### src/rtl/pie_pkg.sv
// rtl/pie_pkg.sv - shared state type, counter sizing and default timing for the PIE carrier controller
package pie_pkg;

    typedef enum logic [2:0] {
        IDLE  = 3'd0,
        DELIM = 3'd1,
        HIGH  = 3'd2,
        LOW   = 3'd3,
        TAIL  = 3'd4
    } pie_state_t;

    localparam int DEF_STEP_DIV     = 1;
    localparam int DEF_TARI_CYCLES  = 16;
    localparam int DEF_PW_CYCLES    = 8;
    localparam int DEF_DELIM_CYCLES = 12;
    localparam int DEF_TAIL_CYCLES  = 16;
    localparam int DEF_DEPTH_SHIFT  = 3;

    // Wide enough for the longest single-state dwell with margin.
    function automatic int cnt_width(input int tari, input int delim, input int tail);
        return $clog2(2 * tari + delim + tail + 1);
    endfunction

endpackage

### src/rtl/step_strobe_gen.sv
// rtl/step_strobe_gen.sv - free-running divider producing the sine generator step strobe
module step_strobe_gen #(
    parameter int STEP_DIV = 1
) (
    input  logic clk_in,
    input  logic rst_in,
    input  logic enable_in,
    output logic step_out
);

    localparam int CW = (STEP_DIV > 1) ? $clog2(STEP_DIV) : 1;
    localparam logic [CW-1:0] WRAP = CW'(STEP_DIV - 1);

    logic [CW-1:0] cnt_q;
    logic [CW-1:0] cnt_d;
    logic          hit;

    assign hit = (cnt_q == WRAP);

    // Count 0..STEP_DIV-1 while enabled; disable restarts the count from zero.
    always_comb begin
        cnt_d = cnt_q;
        if (!enable_in) begin
            cnt_d = '0;
        end else if (hit) begin
            cnt_d = '0;
        end else begin
            cnt_d = cnt_q + CW'(1);
        end
    end

    // Divider register.
    always_ff @(posedge clk_in) begin
        if (rst_in) begin
            cnt_q <= '0;
        end else begin
            cnt_q <= cnt_d;
        end
    end

    assign step_out = enable_in && !rst_in && hit;

endmodule

### src/rtl/pie_carrier_ctrl.sv
// rtl/pie_carrier_ctrl.sv - PIE encoder/ASK modulator for the carrier; PIE_DELIMITER_EN adds the frame-start delimiter
module pie_carrier_ctrl
    import pie_pkg::*;
#(
    parameter int STEP_DIV     = DEF_STEP_DIV,
    parameter int TARI_CYCLES  = DEF_TARI_CYCLES,
    parameter int PW_CYCLES    = DEF_PW_CYCLES,
    parameter int DELIM_CYCLES = DEF_DELIM_CYCLES,
    parameter int TAIL_CYCLES  = DEF_TAIL_CYCLES,
    parameter int DEPTH_SHIFT  = DEF_DEPTH_SHIFT
) (
    input  logic               clk_in,
    input  logic               rst_in,
    input  logic               enable_in,
    input  logic               bit_in,
    input  logic               bit_last_in,
    input  logic               bit_valid_in,
    output logic               bit_ready_out,
    output logic               step_out,
    input  logic signed [15:0] amp_in,
    output logic signed [15:0] amp_out,
    output logic               busy_out,
    output logic               done_out,
    output logic               underrun_out
);

    if (PW_CYCLES < 1 || PW_CYCLES >= TARI_CYCLES) begin : g_bad_pw
        $error("pie_carrier_ctrl: PW_CYCLES must satisfy 1 <= PW_CYCLES < TARI_CYCLES");
    end
    if (DEPTH_SHIFT < 1 || DEPTH_SHIFT > 15) begin : g_bad_shift
        $error("pie_carrier_ctrl: DEPTH_SHIFT must be in 1..15");
    end

    localparam int CW = cnt_width(TARI_CYCLES, DELIM_CYCLES, TAIL_CYCLES);
    // Counter load values are dwell length minus one; a state ends when the counter reads zero.
    localparam logic [CW-1:0] LD_HIGH0 = CW'(TARI_CYCLES - PW_CYCLES - 1);
    localparam logic [CW-1:0] LD_HIGH1 = CW'(2 * TARI_CYCLES - PW_CYCLES - 1);
    localparam logic [CW-1:0] LD_LOW   = CW'(PW_CYCLES - 1);
    localparam logic [CW-1:0] LD_TAIL  = CW'(TAIL_CYCLES - 1);
`ifdef PIE_DELIMITER_EN
    localparam logic [CW-1:0] LD_DELIM = CW'(DELIM_CYCLES - 1);
`endif

    pie_state_t         state_q, state_d;
    logic [CW-1:0]      cnt_q, cnt_d;
    logic               bit_q, bit_d;
    logic               last_q, last_d;
    logic signed [15:0] amp_q, amp_d;

    logic ready;
    logic done;
    logic underrun;
    logic dwell_end;
    logic modulated;

    assign dwell_end = (cnt_q == '0);

    step_strobe_gen #(
        .STEP_DIV (STEP_DIV)
    ) u_step (
        .clk_in    (clk_in),
        .rst_in    (rst_in),
        .enable_in (enable_in),
        .step_out  (step_out)
    );

    // Next-state, dwell counter and handshake decode for the PIE symbol sequencer.
    always_comb begin
        state_d  = state_q;
        cnt_d    = dwell_end ? '0 : cnt_q - CW'(1);
        bit_d    = bit_q;
        last_d   = last_q;
        ready    = 1'b0;
        done     = 1'b0;
        underrun = 1'b0;
        if (!enable_in) begin
            state_d = IDLE;
            cnt_d   = '0;
        end else begin
            unique case (state_q)
                IDLE: begin
                    ready = 1'b1;
                    if (bit_valid_in) begin
                        bit_d  = bit_in;
                        last_d = bit_last_in;
`ifdef PIE_DELIMITER_EN
                        state_d = DELIM;
                        cnt_d   = LD_DELIM;
`else
                        state_d = HIGH;
                        cnt_d   = bit_in ? LD_HIGH1 : LD_HIGH0;
`endif
                    end
                end
`ifdef PIE_DELIMITER_EN
                DELIM: begin
                    if (dwell_end) begin
                        state_d = HIGH;
                        cnt_d   = bit_q ? LD_HIGH1 : LD_HIGH0;
                    end
                end
`endif
                HIGH: begin
                    if (dwell_end) begin
                        state_d = LOW;
                        cnt_d   = LD_LOW;
                    end
                end
                LOW: begin
                    if (dwell_end) begin
                        if (last_q) begin
                            state_d = TAIL;
                            cnt_d   = LD_TAIL;
                        end else begin
                            ready = 1'b1;
                            if (bit_valid_in) begin
                                bit_d   = bit_in;
                                last_d  = bit_last_in;
                                state_d = HIGH;
                                cnt_d   = bit_in ? LD_HIGH1 : LD_HIGH0;
                            end else begin
                                underrun = 1'b1;
                                state_d  = TAIL;
                                cnt_d    = LD_TAIL;
                            end
                        end
                    end
                end
                TAIL: begin
                    if (dwell_end) begin
                        done    = 1'b1;
                        state_d = IDLE;
                    end
                end
                default: begin
                    state_d = IDLE;
                    cnt_d   = '0;
                end
            endcase
        end
    end

    // Amplitude select: carrier is pulled down to the modulated level in DELIM and LOW.
    always_comb begin
        modulated = (state_q == DELIM) || (state_q == LOW);
        amp_d     = amp_in;
        if (!enable_in) begin
            amp_d = '0;
        end else if (modulated) begin
            amp_d = amp_in >>> DEPTH_SHIFT;
        end
    end

    // State, dwell counter, current bit and output amplitude registers.
    always_ff @(posedge clk_in) begin
        if (rst_in) begin
            state_q <= IDLE;
            cnt_q   <= '0;
            bit_q   <= 1'b0;
            last_q  <= 1'b0;
            amp_q   <= '0;
        end else begin
            state_q <= state_d;
            cnt_q   <= cnt_d;
            bit_q   <= bit_d;
            last_q  <= last_d;
            amp_q   <= amp_d;
        end
    end

    assign bit_ready_out = ready && !rst_in;
    assign done_out      = done && !rst_in;
    assign underrun_out  = underrun && !rst_in;
    assign busy_out      = (state_q != IDLE) && !rst_in;
    assign amp_out       = amp_q;

endmodule

### config.mk
export PLATFORM = sky130hd
export DESIGN_NAME = pie_carrier_ctrl
export DESIGN_NICKNAME = d
export VERILOG_FILES = /design/src/rtl/pie_pkg.sv /design/src/rtl/step_strobe_gen.sv /design/src/rtl/pie_carrier_ctrl.sv
export SDC_FILE = /design/constraint.sdc
export NUM_CORES = 1
export LEC_CHECK = 0
export ABC_AREA = 0
export CORE_MARGIN = 8
export CORE_UTILIZATION = 47
export DETAILED_ROUTE_END_ITERATION = 8
export HOLD_SLACK_MARGIN = 0.15
export PLACE_DENSITY = 0.93
export SLEW_MARGIN = 10
export SYNTH_ARGS = -nofsm -noshare
export SYNTH_HDL_FRONTEND = slang
export SYNTH_SLANG_ARGS = --single-unit
### constraint.sdc
create_clock -name clk_in -period 4.16 [get_ports clk_in]
set_clock_uncertainty 0.15 [all_clocks]
set_input_delay 0.832 -clock clk_in [delete_from_list [all_inputs] [get_ports clk_in]]
set_output_delay 0.832 -clock clk_in [all_outputs]
set_load 0.01 [all_outputs]
=== Yosys cells after proc, flatten, opt, wreduce, memory -nomap -nowiden ===
Index checks and enable logic that the tools add are counted.

* Equal/unequal tests: 8
* Bitwise operators: 2
* Reduce and logical (&&, ||, !) cells: 16
* Multiplexer cells: 33
* $add $sub $neg: 2

{| class="wikitable"
|+ Operator list
! cell !! count
|-
| two-way mux 6 bit || 4
|-
| case mux 6 bit (4 select lines) || 1
|-
| two-way mux 3 bit || 6
|-
| two-way mux 1 bit || 15
|-
| two-way mux 15 bit || 1
|-
| two-way mux 5 bit || 3
|-
| case mux 3 bit (4 select lines) || 1
|-
| != test 2 bit, second input constant || 4
|-
| AND reduction 4 bit || 2
|-
| == test 3 x 2 -> 1 bit, second input constant || 2
|-
| logical AND 1 bit || 6
|-
| zero test 6 bit || 1
|-
| subtractor 6 x 1 -> 6 bit, second input constant || 1
|-
| case mux 1 bit (2 select lines) || 2
|-
| == test 3 x 1 -> 1 bit, second input constant || 1
|-
| == test 3 bit, second input constant || 1
|-
| zero test 3 bit || 1
|-
| nonzero test 3 bit || 1
|-
| OR reduction 3 bit || 1
|-
| inverter 1 bit || 2
|-
| nonzero test 2 bit || 1
|-
| OR reduction 2 bit || 1
|-
| adder 1 bit, second input constant || 1
|-
| zero test 1 bit || 1
|-
| logical OR 1 bit || 1
|}

* Register bits: 27
* Logic and storage cells: 66
* Output and inout bits: 21
* Input bits: 22

=== Longest topological paths before layout ===
Gate-level depths: netlist of run 1.

* Word-level depth: 6
* Mapped depth: 6
* Gate-level depth less buffers: 5

=== Modules after synthesis ===
From an unflattened synthesis of run 1, not the netlist that was laid out.

* Cell total of the unflattened synthesis: 150
* Area total of the unflattened synthesis: 1214.9 um2

{| class="wikitable"
|+ By module, submodules not included
! module !! cells an instance !! instances !! area an instance (um2) !! sequential area each (um2)
|-
| pie_carrier_ctrl || 147 || 1 || 1178.6 || 520.5
|-
| step_strobe_gen || 3 || 1 || 36.3 || 20.0
|}

=== Least setup slack after synthesis of run 1 ===
OpenSTA, ideal clock, no wires.

* Kind: input-to-output
* Start point: input rst_in
* End point: output step_out
* Data arrival time: 1.574 ns
* Required time: 3.178 ns
* Path slack: 1.604 ns
* Buffers on the path: 2
* Cell stages on the path: 4
* Cell sequence: nand2b_1 > clkbuf_1 > clkbuf_1 > nor2_1

* Cells in the longest elaborated chain, start to end: 3

{| class="wikitable"
|+ Ends and longest elaborated chain
! element !! RTL line !! text
|-
| start, declared || pie_carrier_ctrl.sv:13 || <nowiki>input logic rst_in,</nowiki>
|-
| zero test 1 bit || step_strobe_gen.sv:41 || <nowiki>assign step_out = enable_in && !rst_in && hit;</nowiki>
|-
| logical AND 1 bit (2 in a row) || step_strobe_gen.sv:41 ||
|-
| end, declared || pie_carrier_ctrl.sv:19 || <nowiki>output logic step_out,</nowiki>
|}

No other way between the ends.

=== Final worst setup path of run 1 ===
* Start point: input rst_in
* End point: output underrun_out

* Cells in the longest elaborated chain, start to end: 2

{| class="wikitable"
|+ Ends and longest elaborated chain
! element !! RTL line !! text
|-
| zero test 1 bit || pie_carrier_ctrl.sv:173 || <nowiki>assign underrun_out = underrun && !rst_in;</nowiki>
|-
| logical AND 1 bit || pie_carrier_ctrl.sv:173 ||
|-
| end, declared || pie_carrier_ctrl.sv:24 || <nowiki>output logic underrun_out</nowiki>
|}

No other way between the ends.

==> flow_metrics.py, run 1 <==
metrics = {
    "power_and_ir_drop": {
        "p_leak_nw": 0.639,
        "vdd_drop_max_v": 0.000183,
        "power_mw": 0.499,
        "power_density_nw_per_um2": 298,
    },
    "clock_tree": {
        "path_clk_slew_ps": 140,
        "cts_hold_buf": 0,
        "cts_tree": "done",
        "cts.sinks": 27,
        "numCtsBuffers": 3,
        "clk_latency_ps": 330,
        "clockRootBuffer": "clkbuf_4",
        "cts_buffer_depth": 2,
        "htreeDepth": 1,
        "postCtsSetupBuffers": 0,
        "cts_resized": 0,
    },
    "run_status": {
        "outcome": "complete, no violations",
    },
    "drt": {
        "antenna_left": 0,
        "drt_wl_total_mm": 3.20,
        "drtPass1Iterations": 4,
        "via_per_inst": 5.56,
        "wl_per_cell_um": 14.7,
        "via_count": 1206,
        "remaining_drc_errors": 0,
        "initialDrtViolationCount": 70,
    },
    "final_layout": {
        "layout-drive-gt1-share": 0.0588,
        "post-route-cell-area_um2": 1680,
        "final_cells": 217,
        "fin_nets": 211,
        "insertedDiodeCount": 0,
        "synthToLayoutAreaGrowth_pct": 37.7,
        "finish.utilization": 0.677,
    },
    "timing": {
        "fin_tns_setup_ps": 0,
        "finalMaxSlewViolations": 0,
        "fin_ws_ps": 678,
        "post-route-min-period_ps": 3480,
        "finalSetupViolations": 0,
        "tightest_slew_ps": 829,
        "period_share": 0.837,
        "hold_violations": 0,
        "fmax_ghz": 0.287,
        "holdWs_ps": 423,
        "slew_headroom": 0.440,
        "rsz0062_at_grt": "false",
    },
    "floorplanning": {
        "fp.dieH_um": 66.9,
        "start_util": 0.491,
        "core.rowCount": 18,
        "io_pins": 43,
        "core_area_um2": 2480,
        "die_w_um": 66.9,
        "dieArea_um2": 4470,
    },
    "global_route": {
        "grt_max_degree": 23,
        "track_usage": 0.148,
        "first_global_vias": 1171,
        "grt_overflow": 0,
        "grt_pass1_wl_mm": 5.23,
        "antenna_found_initial": 0,
    },
    "synthesis": {
        "synth-seq-cells": 27,
        "synthCells": 149,
        "netlist_area_um2": 1220,
        "synth-edff-count": 0,
        "synth_cell_types": 40,
        "syn_avg_cell_area_um2": 8.17,
        "syn_nets": 172,
        "yosys_warnings": 0,
        "ys_seq_area_frac": 0.444,
        "synth_ff_type": "dfxtp_1",
        "synth_async_sr_flop_share": 0,
    },
    "place": {
        "placed_area_um2": 1650,
        "dp.cells": 213,
        "hpwl_mm": 2.51,
        "routabilityCongestion": 0.867,
        "pre_cts_slack_ps": 703,
        "portBuffers": 42,
    },
    "worst_setup_path": {
        "cp_data_arrival_time_ps": 2500,
        "start_kind": "primary input",
        "criticalPathCategory": "in2out",
        "endpoint": "underrun_out",
        "end_kind": "output pin",
        "crit_required_ps": 3180,
        "r2r_start": "state_q[0]",
        "crit_fanout": 6,
        "reg2regPathDepth": 3,
        "worst_r2r_endpoint": "amp_out[14]",
        "r2r_slack_ps": 2380,
        "cp-startpoint": "rst_in",
    },
    "run": {
        "maxCapViolations": 0,
    },
    "min_path": {
        "hold_class": "reg2reg",
        "holdPathStages": 2,
    },
}
==> state kept, by name, indices dropped and copies added, names as in the netlist <==
name,flops
amp_out,16
cnt_q,6
state_q,3
last_q,1
u_step.cnt_q,1
==> cells by family after synthesis <==
family	count (synthesis)	share of synthesized area
multiplexers	1	0.00822
other	1	0.00308
AO/OA/AOI/OAI	39	0.195
flip-flops	27	0.444
adder cells (fa/ha/maj)	1	0.0103
buffers and inverters	14	0.0452
AND/OR/NAND/NOR	65	0.287
XOR/XNOR	1	0.00720
==> layout make-up <==
class	instances	area, um^2
Clock buffer	3	22.5
Clock inverter	1	7.51
Fill cell	218	801
Inverter	5	18.8
Multi-Input combinational cell	108	622
Sequential cell	27	541
Tap cell	30	37.5
Timing Repair Buffer	43	428
==> power by group <==
group | total (mW) | internal, mW | switching, mW
sequential | 0.277 | 0.270 | 0.00702
clock | 0.112 | 0.0368 | 0.0754
combinational | 0.110 | 0.0580 | 0.0515
total | 0.499 | 0.365 | 0.134
==> worst min-delay path by stage <==
| stage | startpoint | end | slack [ps] |
|---|---|---|---|
| finish | cnt_q[3] | cnt_q[3] | 420 |
| global route | cnt_q[3] | cnt_q[3] | 460 |
| CTS | cnt_q[3] | cnt_q[3] | 420 |
| detailed placement | cnt_q[3] | cnt_q[3] | 400 |
| global placement | cnt_q[3] | cnt_q[3] | 390 |
| floorplan | cnt_q[3] | cnt_q[3] | 360 |
==> cells in the final DEF (no fill, tap or decap), types with 2 or more instances in the layout <==
cell type | netlist | final
a31oi_1 | 3 | 3
nand3_1 | 4 | 4
nor2b_1 | 5 | 5
inv_1 | 5 | 5
clkbuf_4 | 0 | 3
o211ai_1 | 4 | 4
clkdlybuf4s50_1 | 0 | 42
nor3_1 | 3 | 3
nor4_1 | 2 | 2
dfxtp_1 | 27 | 27
a21oi_1 | 22 | 22
o21ai_1 | 3 | 3
nor2_1 | 4 | 4
nand2b_1 | 4 | 4
nand2_1 | 29 | 29
or2_2 | 2 | 2
==> cell usage after synthesis (all sizes together), types with 2 or more instances <==
library cell / number / area, um^2
or3: 2 / 17.5
nor3b: 2 / 20.0
nand2b: 4 / 25.0
nor4: 2 / 12.5
a31oi: 3 / 18.8
nor3: 3 / 15.0
or2: 2 / 12.5
buf: 3 / 13.8
nor2: 4 / 15.0
o211ai: 4 / 30.0
a21oi: 22 / 110
nand3: 4 / 20.0
a211oi: 2 / 20.0
o21ai: 3 / 15.0
inv: 5 / 18.8
dfxtp: 27 / 541
clkbuf: 6 / 22.5
nand2: 29 / 109
nor2b: 5 / 31.3
==> critical path: stages <==
cell and delay [ps]:
clkdlybuf4s50_1 460, nand2b_1 260, nor4_1 210, and3_1 200
clkdlybuf4s50_1 540
==> metal layers <==
layer / routed length (um) / global-route usage / part of all wire / vias to the layer above
met5: 0 / 0 / 0 / -
li1: - / - / - / 598
met4: 41 / 0.0574 / 0.013 / 0
met1: 1400 / 0.173 / 0.44 / 535
met2: 1340 / 0.238 / 0.42 / 68
met3: 421 / 0.0587 / 0.13 / 5
Note: power is estimated with default switching activity, not from simulation.
==> run 2: changes to the inputs <==
--- a/config.mk
+++ b/config.mk
@@ -7,10 +7,10 @@
 export LEC_CHECK = 0
 export ABC_AREA = 0
 export CORE_MARGIN = 8
-export CORE_UTILIZATION = 47
+export CORE_UTILIZATION = 39
 export DETAILED_ROUTE_END_ITERATION = 8
 export HOLD_SLACK_MARGIN = 0.15
-export PLACE_DENSITY = 0.93
+export PLACE_DENSITY = 0.84
 export SLEW_MARGIN = 10
 export SYNTH_ARGS = -nofsm -noshare
 export SYNTH_HDL_FRONTEND = slang
==> constraint.sdc (replaced) <==
create_clock -name clk_in -period 2.95 [get_ports clk_in]
set_clock_uncertainty 0.15 [all_clocks]
set_input_delay 0.59 -clock clk_in [delete_from_list [all_inputs] [get_ports clk_in]]
set_output_delay 0.59 -clock clk_in [all_outputs]
set_load 0.01 [all_outputs]
==> flow_metrics.py, run 2 (synthesis results as in run 1) <==
metrics = {
    "timing": {
        "finalMaxSlewViolations": 0,
        "fin_tns_setup_ps": 0,
        "tightest_slew_ps": 851,
        "finalSetupViolations": 0,
        "post-route-min-period_ps": 2810,
        "fmax_ghz": 0.356,
        "rsz0062_at_grt": "false",
        "slew_headroom": 0.431,
        "holdWs_ps": 443,
        "period_share": 0.951,
        "hold_violations": 0,
    },
    "drt": {
        "antenna_left": 0,
        "drtPass1Iterations": 4,
        "remaining_drc_errors": 0,
        "initialDrtViolationCount": 65,
        "via_count": 1187,
        "wl_per_cell_um": 14.4,
        "via_per_inst": 5.28,
        "drt_wl_total_mm": 3.23,
    },
    "floorplanning": {
        "core_area_um2": 3000,
        "core.rowCount": 20,
        "dieArea_um2": 5170,
        "fp.dieH_um": 71.9,
        "start_util": 0.405,
        "io_pins": 43,
        "die_w_um": 71.9,
    },
    "final_layout": {
        "fill_cells": 273,
        "finish.utilization": 0.581,
        "synthToLayoutAreaGrowth_pct": 43.4,
        "final_cell_mix": "clkdlybuf4s50_1, nand2_1, dfxtp_1",
        "fin_nets": 216,
        "largest_reg_flops": 16,
        "final_common_cell": "clkdlybuf4s50_1",
        "insertedDiodeCount": 0,
        "layout-drive-gt1-share": 0.104,
        "final_cells": 225,
    },
    "run_status": {
        "outcome": "complete, no violations",
    },
    "global_route": {
        "track_usage": 0.125,
        "grt_overflow": 0,
        "grt_max_degree": 24,
        "antenna_found_initial": 0,
        "grt_pass1_wl_mm": 5.28,
        "first_global_vias": 1138,
    },
    "place": {
        "hpwl_mm": 2.43,
        "routabilityCongestion": 0.899,
        "dp.cells": 221,
        "portBuffers": 42,
    },
    "power_and_ir_drop": {
        "vdd_drop_max_v": 0.000217,
        "power_density_nw_per_um2": 416,
        "p_leak_nw": 0.687,
        "power_mw": 0.727,
    },
    "worst_setup_path": {
        "cp_data_arrival_time_ps": 2070,
        "cp-startpoint": "cnt_q[0]",
        "end_kind": "output pin",
        "crit_fanout": 7,
        "r2r_start": "state_q[0]",
        "start_kind": "register",
        "criticalPathCategory": "reg2out",
        "crit_required_ps": 2210,
    },
    "min_path": {
        "hold_class": "reg2reg",
        "min-delay-start": "last_q",
    },
    "clock_tree": {
        "cts_buffer_depth": 2,
        "htreeDepth": 1,
        "numCtsBuffers": 3,
        "cts.sinks": 27,
        "cts_tree": "done",
        "path_clk_slew_ps": 150,
        "clk_latency_ps": 330,
        "postCtsSetupBuffers": 0,
        "clockRootBuffer": "clkbuf_4",
        "cts_hold_buf": 0,
    },
    "run": {
        "maxCapViolations": 0,
    },
}
[run 2: cell types whose count changed in the layout (fill, tap and decap cells not counted), sizes merged]
cell | previous run | this run
buf | 1 | 6
clkdlybuf4s50 | 42 | 41
dlymetal6s2s | 0 | 1
[run 2: report_power, final]
group	total (mW)	internal (mW)	leakage (nW)	switching [mW]
clock	0.168	0.0519	0.0139	0.116
sequential	0.391	0.381	0.221	0.0102
combinational	0.168	0.0934	0.452	0.0742
total	0.727	0.527	0.687	0.200
[run 2: worst max-delay path, cell delays in order, from the launching register on]
cell	delay [ps]
dfxtp_1	340
inv_1	90
ha_2	230
nor3b_4	220
buf_4	180
and3_1	150
clkdlybuf4s50_1	530
[run 2: worst paths after layout]
kind	cells past startpoint	slack (ps)	endpoint
max	6	140	underrun_out
min	3	440	last_q
max reg2reg	3	1050	amp_out[13]
min reg2reg	3	440	last_q
[run 2: final cells by class]
| class | instances | area (um^2) | share of cell area |
|---|---|---|---|
| repair buffers | 48 | 468 | 0.268 |
| flip-flops and latches | 27 | 541 | 0.310 |
| clock buffers | 3 | 22.5 | 0.0129 |
| multi-input cells | 108 | 647 | 0.371 |
| well taps | 33 | 41.3 | 0.0237 |
| inverters | 5 | 18.8 | 0.0108 |
| clock inverters | 1 | 7.51 | 0.00430 |
[run 2: per-stage QoR]
step	cell area (um^2)	worst slack, ps
final	1750	143
after global placement	1690	105
after CTS	1720	4.02
after global routing	1750	8.87
after floorplan	1220	853
after detailed placement	1690	38.0
[run 2: layer usage]
| metal | part of all wire | track usage |
|---|---|---|
| met1 | 0.46 | 0.153 |
| met3 | 0.025 | 0.0181 |
| met5 | 0 | 0 |
| met4 | 0.021 | 0.0612 |
| met2 | 0.49 | 0.210 |
[run 2: what timing repair did]
item / CTS / global route
setup endpoints to repair: 1 / 3
pin swaps: 0 / 0
resized for setup: 1 / 5
==> run 3: changes to the inputs <==
--- a/config.mk
+++ b/config.mk
@@ -7,10 +7,11 @@
 export LEC_CHECK = 0
 export ABC_AREA = 0
 export CORE_MARGIN = 8
-export CORE_UTILIZATION = 39
+export CORE_UTILIZATION = 54
 export DETAILED_ROUTE_END_ITERATION = 8
+export DONT_BUFFER_PORTS = 1
 export HOLD_SLACK_MARGIN = 0.15
-export PLACE_DENSITY = 0.84
+export PLACE_DENSITY = 0.82
 export SLEW_MARGIN = 10
 export SYNTH_ARGS = -nofsm -noshare
 export SYNTH_HDL_FRONTEND = slang
==> constraint.sdc (replaced) <==
create_clock -name clk_in -period 2.4 [get_ports clk_in]
set_clock_uncertainty 0.15 [all_clocks]
set_input_delay 0.48 -clock clk_in [delete_from_list [all_inputs] [get_ports clk_in]]
set_output_delay 0.48 -clock clk_in [all_outputs]
set_load 0.01 [all_outputs]
==> flow_metrics.py, run 3 (synthesis results as in run 1) <==
metrics = {
    "worst_setup_path": {
        "crit_fanout": 6,
        "cp_data_arrival_time_ps": 1700,
        "r2r_start": "state_q[0]",
        "criticalPathCategory": "reg2out",
        "start_kind": "register",
        "end_kind": "output pin",
        "crit_family": "simple AND/OR/NAND/NOR gates",
        "critPathMaxStageDelay_ps": 470,
        "reg2regPathDepth": 4,
        "worstPathCellList": "inv_1, ha_4, or3b_1, nor3_4",
        "r2r_slack_ps": 190,
        "cp.buffers_inverters": 1,
        "crit_required_ps": 1770,
        "worst_r2r_endpoint": "last_q",
        "slowest_stage": "or3b_1",
    },
    "timing": {
        "post-route-min-period_ps": 2330,
        "finalSetupViolations": 0,
        "finalMaxSlewViolations": 0,
        "fin_tns_setup_ps": 0,
        "period_share": 0.969,
        "hold_violations": 0,
        "rsz0062_at_grt": "false",
        "slew_headroom": 0.491,
        "fmax_ghz": 0.430,
        "tightest_slew_ps": 752,
        "holdWs_ps": 172,
    },
    "final_layout": {
        "final_common_cell": "nand2_1",
        "insertedDiodeCount": 0,
        "multi_input_comb_area_um2": 654,
        "layout-drive-gt1-share": 0.106,
        "synthToLayoutAreaGrowth_pct": 25.4,
        "fin_nets": 194,
        "final_cell_mix": "nand2_1, dfxtp_1, a21oi_1",
        "largest_reg_flops": 16,
        "final-seq-area_um2": 541,
        "fill_cells": 172,
        "finish.utilization": 0.704,
    },
    "drt": {
        "via_count": 1135,
        "drt_wl_total_mm": 3.19,
        "drtPass1Iterations": 4,
        "via_per_inst": 5.73,
        "wl_per_cell_um": 16.1,
        "initialDrtViolationCount": 74,
        "antenna_left": 0,
        "remaining_drc_errors": 0,
    },
    "global_route": {
        "track_usage": 0.154,
        "use_met2": 0.280,
        "grtUsageMet3": 0.0459,
        "met1_usage": 0.165,
        "grt_pass1_wl_mm": 5.24,
        "grt_max_degree": 21,
        "grt.busiest_layer": "met2",
        "grt_overflow": 0,
        "first_global_vias": 1115,
        "antenna_found_initial": 0,
    },
    "place": {
        "routabilityCongestion": 0.879,
        "hpwl_mm": 2.10,
        "portBuffers": 0,
    },
    "min_path": {
        "min-delay-start": "bit_in",
        "whs_endpoint": "cnt_q[4]",
        "hold_class": "in2reg",
        "holdPathStages": 2,
    },
    "power_and_ir_drop": {
        "power_density_nw_per_um2": 562,
        "p_leak_nw": 0.614,
        "vdd_drop_max_v": 0.000374,
    },
    "clock_tree": {
        "cts_tree": "done",
        "path_clk_slew_ps": 150,
        "cts_buffer_depth": 2,
        "clk_latency_ps": 330,
        "htreeDepth": 1,
        "numCtsBuffers": 3,
        "clockRootBuffer": "clkbuf_4",
        "cts.sinks": 27,
    },
    "floorplanning": {
        "io_pins": 43,
        "start_util": 0.561,
        "die_w_um": 63.5,
        "core.rowCount": 17,
        "core_area_um2": 2170,
        "dieArea_um2": 4030,
        "fp.dieH_um": 63.5,
    },
    "run_status": {
        "outcome": "complete, no violations",
    },
    "run": {
        "maxCapViolations": 0,
    },
}
[run 3: timing repair]
action                                  in CTS  in global routing
resized for setup                            3                  3
hold buffers                                21                  0
endpoints found under the setup margin       2                  2
hold endpoints to repair                    17                  0
gates cloned                                 0                  0
setup buffers                                1                  1
pin swaps                                    0                  2
[run 3: where the power goes]
| group | switching (mW) | internal (mW) |
|---|---|---|
| registers | 0.0207 | 0.469 |
| clock network | 0.139 | 0.0638 |
| logic | 0.0822 | 0.0836 |
[run 3: worst register-to-register path: cells and delay by family, from the launching register on]
kind | cells | cell delay (ps)
flops | 1 | 430
buf+inv | 1 | 550
simple gates | 1 | 720
compound gates | 2 | 270
[run 3: stage by stage]
stage	cells	total power [mW]	area (um^2)	setup WS (ps)
CTS	197	0.852	1500	12.9
detailed placement	171	0.615	1240	278
floorplan	149	0.593	1220	413
global route	198	0.903	1530	0.588
finish	198	0.858	1530	73.5
global placement	171	0.611	1240	339
[run 3: routing by layer]
metal / part of all wire / wire length (um)
met5: 0 / 0
met4: 0.0088 / 28
met3: 0.069 / 221
met2: 0.53 / 1690
met1: 0.39 / 1250
[run 3: worst max-delay path by stage]
stage          startpoint  slack (ps)            end  depth (start not counted)
2_1_floorplan    cnt_q[0]         410       done_out                          5
3_3_place_gp     cnt_q[0]         340  bit_ready_out                          6
3_5_place_dp     cnt_q[0]         280  bit_ready_out                          6
4_1_cts          cnt_q[0]          10       done_out                          4
5_1_grt        state_q[0]         0.6  bit_ready_out                          4
6_report         cnt_q[0]          70       done_out                          4
[run 3: area by class of cell]
cell class / instances / area share
sequential: 27 / 0.354
inverter: 5 / 0.0123
timing repair buffer: 26 / 0.162
clock buffer: 3 / 0.0148
clock inverter: 1 / 0.00492
tap: 28 / 0.0230
multi-input combinational: 108 / 0.429
